**src/rtl/div_req_ctrl.sv**
```systemverilog
// Request controller between the issue stage and a multi-cycle divider: issue, wait, writeback.
// Optional macro DIV_REQ_CTRL_RESULT_BYPASS_EN forwards results to writeback in the arrival cycle.
module div_req_ctrl #(
    parameter int WIDTH         = 64,
    parameter int CNT_BITS      = 16,
    parameter int TRANS_ID_BITS = 4
) (
    input  logic                     clk_i,
    input  logic                     rst_ni,
    input  logic                     flush_i,
    input  logic                     fu_valid_i,
    output logic                     fu_ready_o,
    input  logic [TRANS_ID_BITS-1:0] trans_id_i,
    input  logic [WIDTH-1:0]         operand_a_i,
    input  logic [WIDTH-1:0]         operand_b_i,
    input  logic [1:0]               opcode_i,
    output logic                     div_in_vld_o,
    output logic [TRANS_ID_BITS-1:0] div_id_o,
    output logic [WIDTH-1:0]         div_op_a_o,
    output logic [WIDTH-1:0]         div_op_b_o,
    output logic [1:0]               div_opcode_o,
    output logic                     div_flush_o,
    output logic                     div_out_rdy_o,
    input  logic                     div_in_rdy_i,
    input  logic                     div_out_vld_i,
    input  logic [TRANS_ID_BITS-1:0] div_id_i,
    input  logic [WIDTH-1:0]         div_res_i,
    output logic                     wb_valid_o,
    output logic [TRANS_ID_BITS-1:0] wb_trans_id_o,
    output logic [WIDTH-1:0]         wb_result_o,
    output logic [CNT_BITS-1:0]      wb_cycles_o,
    input  logic                     wb_ready_i,
    output logic                     id_err_o
);

    typedef enum logic [1:0] {IDLE, ISSUE, WAIT, RESP} state_e;

    state_e                   state_q;
    logic [TRANS_ID_BITS-1:0] id_q;
    logic [WIDTH-1:0]         op_a_q;
    logic [WIDTH-1:0]         op_b_q;
    logic [1:0]               opcode_q;
    logic [CNT_BITS-1:0]      cnt_q;
    logic [TRANS_ID_BITS-1:0] res_id_q;
    logic [WIDTH-1:0]         res_q;
    logic [CNT_BITS-1:0]      cycles_q;
    logic                     err_q;

    logic                     accept;
    logic                     in_wait;
    logic                     capture;
    logic                     bypass_done;
    logic [CNT_BITS-1:0]      cnt_inc;

    // The reported latency counts the result-arrival cycle, hence the incremented value.
    assign cnt_inc = (&cnt_q) ? cnt_q : cnt_q + CNT_BITS'(1);

    assign fu_ready_o    = (state_q == IDLE) & div_in_rdy_i & ~flush_i;
    assign accept        = fu_valid_i & fu_ready_o;
    assign in_wait       = (state_q == WAIT) & ~flush_i;
    assign div_in_vld_o  = (state_q == ISSUE) & ~flush_i;
    assign div_flush_o   = flush_i;
    assign div_id_o      = id_q;
    assign div_op_a_o    = op_a_q;
    assign div_op_b_o    = op_b_q;
    assign div_opcode_o  = opcode_q;
    assign id_err_o      = err_q;

`ifdef DIV_REQ_CTRL_RESULT_BYPASS_EN
    assign div_out_rdy_o = in_wait & wb_ready_i;
    assign bypass_done   = in_wait & div_out_vld_i & wb_ready_i;
    assign capture       = in_wait & div_out_vld_i & ~wb_ready_i;
    assign wb_valid_o    = ((state_q == RESP) & ~flush_i) | (in_wait & div_out_vld_i);
    assign wb_trans_id_o = in_wait ? div_id_i  : res_id_q;
    assign wb_result_o   = in_wait ? div_res_i : res_q;
    assign wb_cycles_o   = in_wait ? cnt_inc   : cycles_q;
`else
    assign div_out_rdy_o = in_wait;
    assign bypass_done   = 1'b0;
    assign capture       = in_wait & div_out_vld_i;
    assign wb_valid_o    = (state_q == RESP) & ~flush_i;
    assign wb_trans_id_o = res_id_q;
    assign wb_result_o   = res_q;
    assign wb_cycles_o   = cycles_q;
`endif

    // NOTE: all state lives in one clocked block with non-blocking assignments so every
    // register samples pre-edge values; outputs above are pure continuous assigns, so no latches.
    always_ff @(posedge clk_i or negedge rst_ni) begin
        if (!rst_ni) begin
            state_q  <= IDLE;
            id_q     <= '0;
            op_a_q   <= '0;
            op_b_q   <= '0;
            opcode_q <= '0;
            cnt_q    <= '0;
            res_id_q <= '0;
            res_q    <= '0;
            cycles_q <= '0;
            err_q    <= 1'b0;
        end else if (flush_i) begin
            state_q <= IDLE;
        end else begin
            case (state_q)
                IDLE: begin
                    if (accept) begin
                        id_q     <= trans_id_i;
                        op_a_q   <= operand_a_i;
                        op_b_q   <= operand_b_i;
                        opcode_q <= opcode_i;
                        cnt_q    <= '0;
                        state_q  <= ISSUE;
                    end
                end
                ISSUE: begin
                    cnt_q   <= cnt_inc;
                    state_q <= WAIT;
                end
                WAIT: begin
                    cnt_q <= cnt_inc;
                    if ((capture | bypass_done) && (div_id_i != id_q)) begin
                        err_q <= 1'b1;
                    end
                    if (capture) begin
                        res_id_q <= div_id_i;
                        res_q    <= div_res_i;
                        cycles_q <= cnt_inc;
                        state_q  <= RESP;
                    end else if (bypass_done) begin
                        state_q <= IDLE;
                    end
                end
                RESP: begin
                    if (wb_ready_i) begin
                        state_q <= IDLE;
                    end
                end
                default: state_q <= IDLE;
            endcase
        end
    end

endmodule

```
**config.mk**
```make
export PLATFORM = sky130hd
export DESIGN_NAME = div_req_ctrl
export DESIGN_NICKNAME = d
export VERILOG_FILES = /design/src/rtl/div_req_ctrl.sv
export SDC_FILE = /design/constraint.sdc
export NUM_CORES = 1
export LEC_CHECK = 0
export BUFFER_PORTS_ARGS = -buffer_cell sky130_fd_sc_hd__buf_4
export CAP_MARGIN = 20
export CORE_AREA = 2 2 167 169
export DETAILED_ROUTE_END_ITERATION = 10
export DIE_AREA = 0 0 169 171
export PLACE_DENSITY_LB_ADDON = 0.15
export SYNTH_ARGS = -nofsm -noshare
export SYNTH_HDL_FRONTEND = slang
export SYNTH_SLANG_ARGS = --single-unit
```
**constraint.sdc**
```tcl
create_clock -name clk_i -period 2.1 [get_ports clk_i]
set_clock_uncertainty 0.15 [all_clocks]
set_input_delay 0 -clock clk_i [delete_from_list [all_inputs] [get_ports clk_i]]
set_output_delay 0 -clock clk_i [all_outputs]
set_load 0.005 [all_outputs]
```
==> results.yml, run 1 <==
status:
  status: "finished clean"
setup_path:
  r2r-end: "state_q[1]"
  endpoint: "state_q[1]"
  path_cells: "inv_2 -> ha_4 -> nand4b_1 -> buf_4 -> a222oi_1 -> buf_4 -> nor2_1 -> a21oi_1 -> nor2_1"
  cp.arrival_ps: 2220
  r2r-start: "state_q[1]"
  critPathLaunch: "state_q[1]"
  critPathLaunchType: "register"
  cp_data_required_time_ps: 2360
  critPathKind: "reg2reg"
  reg2regPathDepth: 9
  cpPeakStageDelay_ps: 410
  critPathCaptureType: "register"
  reg2reg_setup_slack_ps: 140
  crit_fanout: 5
  cp_slowest_cell: "dfrtp_1"
synth:
  ys_ff_latch: 237
  yosysWarnings: 0
  synth.yosys.seq_area_share_pct: 62.7
  syn_avg_cell_area_um2: 12.1
  synthCells: 783
  synth_area_um2: 9450
  syn-num-nets: 997
  synth_edf_count: 0
  synthArstFlopShare_pct: 100
  synth_cell_types: 48
  ys.flop_type: "dfrtp_1"
drt:
  wire_per_inst_um: 17.1
  drcViolationCount: 0
  ant_nets: 0
  via_count: 8330
  routed_via_density: 4.57
  dr.pass1.iters: 4
  finalWirelength_mm: 31.2
  drt-initial-drc-count: 428
timing:
  worst_slack_ps: 136
  slew_headroom_pct: 61.0
  rsz0062_at_grt: "false"
  worstMarginPinSlew_ps: 585
  slew_violations: 0
  tns_ps: 0
  fmax_mhz: 509
  hold_slack_ps: 59.4
  period_needed_ps: 1960
  timing_hold_violations_final: 0
  setup_violations: 0
  period_share_pct: 93.5
floorplanning:
  initial_utilization_pct: 34.6
  die_height_um: 171
  die-area_um2: 28900
  io_pins: 433
  core_um2: 27300
  row_count: 61
  fp.dieW_um: 169
place:
  gp_congestion: 0.802
  port_buffers: 432
  dp_hpwl_mm: 21.8
  post-place-ws_ps: -31.7
clock_tree:
  cts_buffers: 27
  clock_latency_ps: 530
  path_clk_slew_ps: 60
  h-tree-depth: 1
  clock-sinks: 237
  clockRootBuffer: "clkbuf_16"
  clockBufferDepth: 3
  cts_tree: "done"
power_and_ir_drop:
  p_per_area_nw_per_um2: 1170
  peakVddDrop_mv: 0.809
  p_leak_nw: 8.16
  report.power.total_w: 0.0191
flow_run:
  cap_violations: 0
global_route:
  grt_usage_pct: 20.9
  grt_pass1_vias: 8749
  grt-ovfl-total: 0
  grt_pass1_wl_mm: 47.6
  grt_max_degree: 72
  grt_antenna_before_repair: 0
finish:
  diodes: 0
  fin_nets: 1670
  seq_area_um2: 5930
  fillers: 2198
  final_common_cell: "buf_4"
  layout_common_cells: "466 x buf_4, 237 x dfrtp_1, 226 x nand2_1"
  multi_input_comb_area_um2: 3340
  drive_above_1_share_pct: 45.7
  areaGrowthSynthToFinish_pct: 73.2
min_path:
  min_path_type: "in2reg"
-- logic make-up (layout without fill, tap and decap cells) --
group                    Yosys count  after routing  share of synthesized area (%)
flip-flops                       237            237                           62.7
AND/OR/NAND/NOR                  286            286                           12.6
buffers and inverters             47            741                           2.28
adder cells (fa/ha/maj)            5              5                          0.662
AO/OA/AOI/OAI                     58             58                           4.14
multiplexers                     141            141                           16.7
XOR/XNOR                           9              9                          0.834
-- cell usage after synthesis (all sizes together) (2+ instances only) --
library cell	count	area share [%]
mux2	135	16
a21o	5	0.40
a211oi	2	0.21
mux2i	6	0.64
nor3	8	0.42
inv	7	0.28
and3	6	0.42
a311oi	5	0.46
nand3	6	0.50
a22o	2	0.19
o211ai	2	0.16
o21ai	16	0.93
dfrtp	237	63
nor2b	3	0.20
and2	2	0.13
o31ai	2	0.16
nor2	20	0.93
or2	2	0.13
buf	20	1.2
a31oi	8	0.53
xnor2	8	0.74
ha	5	0.66
or3	2	0.15
nand2	227	9.0
nand4	5	0.33
a21oi	12	0.64
clkbuf	20	0.79
-- final cells by class --
type / instances / area share, %
Timing Repair Buffer: 684 / 35.2
Clock inverter: 9 / 0.481
Sequential cell: 237 / 36.2
Tap cell: 346 / 2.64
Inverter: 7 / 0.160
Multi-Input combinational cell: 499 / 20.4
Clock buffer: 41 / 4.94
-- worst min-delay path by stage --
stage | from | endpoint | slack [ps] | cells after the start
2_1_floorplan | rst_ni | cnt_q[0] | -450 | 0
3_3_place_gp | rst_ni | wb_result_o[5] | -130 | 1
3_5_place_dp | rst_ni | wb_result_o[1] | -140 | 1
4_1_cts | div_res_i[57] | wb_result_o[57] | 30 | 4
5_1_grt | div_res_i[27] | wb_result_o[27] | 50 | 4
6_report | div_res_i[62] | wb_result_o[62] | 60 | 4
-- what timing repair did --
action	4_1_cts	5_1_grt
hold endpoints to repair	471	0
hold buffers	210	0
setup endpoints to repair	2	42
gates resized for setup	0	7
buffers inserted	1	0
pin swaps	1	2
-- power breakdown --
part           switching (W)  internal (W)
Combinational        0.00263       0.00425
Clock                0.00187       0.00277
Sequential           0.00109       0.00653
Total                0.00558        0.0135
-- metrics by stage --
step           cells  area, µm²  util, %
6_report        1823      16400     59.9
5_1_grt         1823      16400     59.9
3_5_place_dp    1562      13400     48.9
4_1_cts         1823      16300     59.8
3_3_place_gp    1562      13400     48.9
2_1_floorplan    783       9450        -
-- sequential cells by signal, summed over array words and instances (netlist names) --
name,flops
div_op_b_o,64
div_id_o,4
id_err_o,1
state_q,2
div_opcode_o,2
wb_cycles_o,16
div_op_a_o,64
wb_trans_id_o,4
wb_result_o,64
cnt_q,16
-- worst max-delay path: cells and delay by family (launching register included) --
kind	cells	cell delay [ps]
buffers and inverters	3	500
flip-flops	1	410
AO/OA/AOI/OAI	2	360
AND/OR/NAND/NOR	3	270
adder cells (fa/ha/maj)	1	160
-- metal layers --
metal / up-vias / global-route usage (%) / wire length, µm
li1: 3968 / - / -
met1: 4018 / 25.0 / 12300
met2: 303 / 37.4 / 15900
met3: 41 / 5.78 / 2360
met4: 0 / 4.61 / 701
met5: - / 0 / 0
(Power assumes the default switching activity.)
==> run 2, diff against run 1 <==
Settings changed: SETUP_SLACK_MARGIN set to 0.5.
==> run 2 against run 1 <==
Fmax is 0.52% lower; global-route usage is 3.1 points higher; die area stayed put; final cell count is 5.4% higher; first-iteration DRC count is 2.3% higher; largest cell class is now buffers.
==> results.yml, run 2 (synthesis results as in run 1) <==
status:
  status: "finished clean"
power_and_ir_drop:
  internal-power_w: 0.0149
  power.sequential.fraction_pct: 37.0
  p_per_area_nw_per_um2: 1100
  swShare_pct: 30.2
  report.power.total_w: 0.0213
  p_leak_nw: 9.95
  peakVddDrop_mv: 0.623
  p_switching_w: 0.00644
  clockPowerShare_pct: 21.1
  pwr-share-comb_pct: 41.8
drt:
  drcViolationCount: 0
  via_count: 9291
  drt-initial-drc-count: 438
  routed_via_density: 4.84
  ant_nets: 0
  dr.pass1.iters: 5
  wire_per_inst_um: 20.6
  finalWirelength_mm: 39.5
floorplanning:
  io_pins: 433
  initial_utilization_pct: 34.6
  die-area_um2: 28900
  die_height_um: 171
  core_um2: 27300
  row_count: 61
  fp.dieW_um: 169
min_path:
  hold_path_depth: 4
  min_path_type: "in2reg"
timing:
  fmax_mhz: 507
  slew_violations: 0
  period_needed_ps: 1970
  slew_headroom_pct: 74.8
  rsz0062_at_grt: "true"
  period_share_pct: 94.0
  worstMarginPinSlew_ps: 378
  setup_violations: 0
  timing_hold_violations_final: 0
  tns_ps: 0
global_route:
  grt_max_degree: 64
  grt-ovfl-total: 0
  grt_pass1_wl_mm: 54.2
  grt_antenna_before_repair: 2
  grt_pass1_vias: 9512
  grt_usage_pct: 23.9
finish:
  areaGrowthSynthToFinish_pct: 105
  utilization_pct: 70.9
  layout_common_cells: "473 x buf_4, 232 x dfrtp_1, 209 x dlygate4sd3_1"
  drive_above_1_share_pct: 59.5
  final_common_cell: "buf_4"
  fin_nets: 1770
  design_area_um2: 19400
clock_tree:
  cts_tree: "done"
  path_clk_slew_ps: 60
  h-tree-depth: 1
  clock-sinks: 237
  cts_buffers: 28
  clock_latency_ps: 530
  clockBufferDepth: 3
  clockRootBuffer: "clkbuf_16"
setup_path:
  critPathKind: "reg2reg"
  reg2regPathDepth: 8
  cp_data_required_time_ps: 2360
  critPathCaptureType: "register"
  critPathLaunchType: "register"
  cp.arrival_ps: 2230
  crit_fanout: 7
place:
  dp_hpwl_mm: 22.2
  place_area_um2: 13800
  gp_congestion: 0.793
  port_buffers: 432
flow_run:
  cap_violations: 0
run 2: critical path, stage by stage (launching register included):
cell and delay [ps]:
dfrtp_1 390, inv_2 90, ha_4 140, nand4b_1 190, buf_12 220, buf_6 110, buf_12 120, buf_16 140
mux2_4 290
run 2: metrics by stage:
stage | setup WS, ps | instances | hold WS (ps)
after detailed placement | -1.06 | 1546 | -227
after floorplan | 168 | 783 | -446
final | 126 | 1921 | 64.5
after global routing | 109 | 1921 | 53.8
after CTS | 188 | 1879 | 16.8
after global placement | 92.7 | 1546 | -225
run 2: worst paths after layout:
| kind | startpoint | to | slack, ps |
|---|---|---|---|
| max | state_q[0] | div_op_b_o[62] | 130 |
| min | div_res_i[25] | wb_result_o[25] | 60 |
| max reg2reg | state_q[0] | div_op_b_o[62] | 130 |
| max in group asynchronous | rst_ni | div_op_a_o[1] | 740 |
| min reg2reg | wb_result_o[62] | wb_result_o[62] | 320 |
| min in group asynchronous | rst_ni | div_op_b_o[15] | 370 |
run 2: cell type report:
class / count / area, µm²
clock inverters: 2 / 10.0
inverters: 7 / 28.8
clock buffers: 44 / 822
multi-input cells: 501 / 4700
well taps: 346 / 433
diodes: 3 / 7.51
repair buffers: 781 / 7440
flip-flops and latches: 237 / 5940
fillers: 1730 / 7940
run 2: what timing repair did:
item / CTS / global route
gates cloned: 15 / 16
endpoints found under the setup margin: 240 / 241
gates resized for setup: 82 / 223
pin swaps: 32 / 128
hold buffers: 209 / 0
endpoints found under the hold margin: 468 / 0
buffers inserted: 63 / 23
run 2: power by group through the flow:
stage          clock network [W]  logic (W)  registers [W]
2_1_floorplan                  0    0.00288        0.00779
3_3_place_gp                   0    0.00719        0.00768
3_5_place_dp                   0    0.00723        0.00777
4_1_cts                  0.00461    0.00817        0.00770
5_1_grt                  0.00478    0.00941        0.00810
6_report                 0.00450    0.00891        0.00789
run 2: metal layers:
metal / track usage, % / part of all wire [%] / up-vias / routed length, µm
li1: - / - / 4214 / -
met4: 9.22 / 3.8 / 0 / 1500
met5: 0 / 0 / - / 0
met2: 41.8 / 52 / 375 / 20400
met1: 28.9 / 39 / 4599 / 15200
met3: 5.37 / 6.1 / 103 / 2410
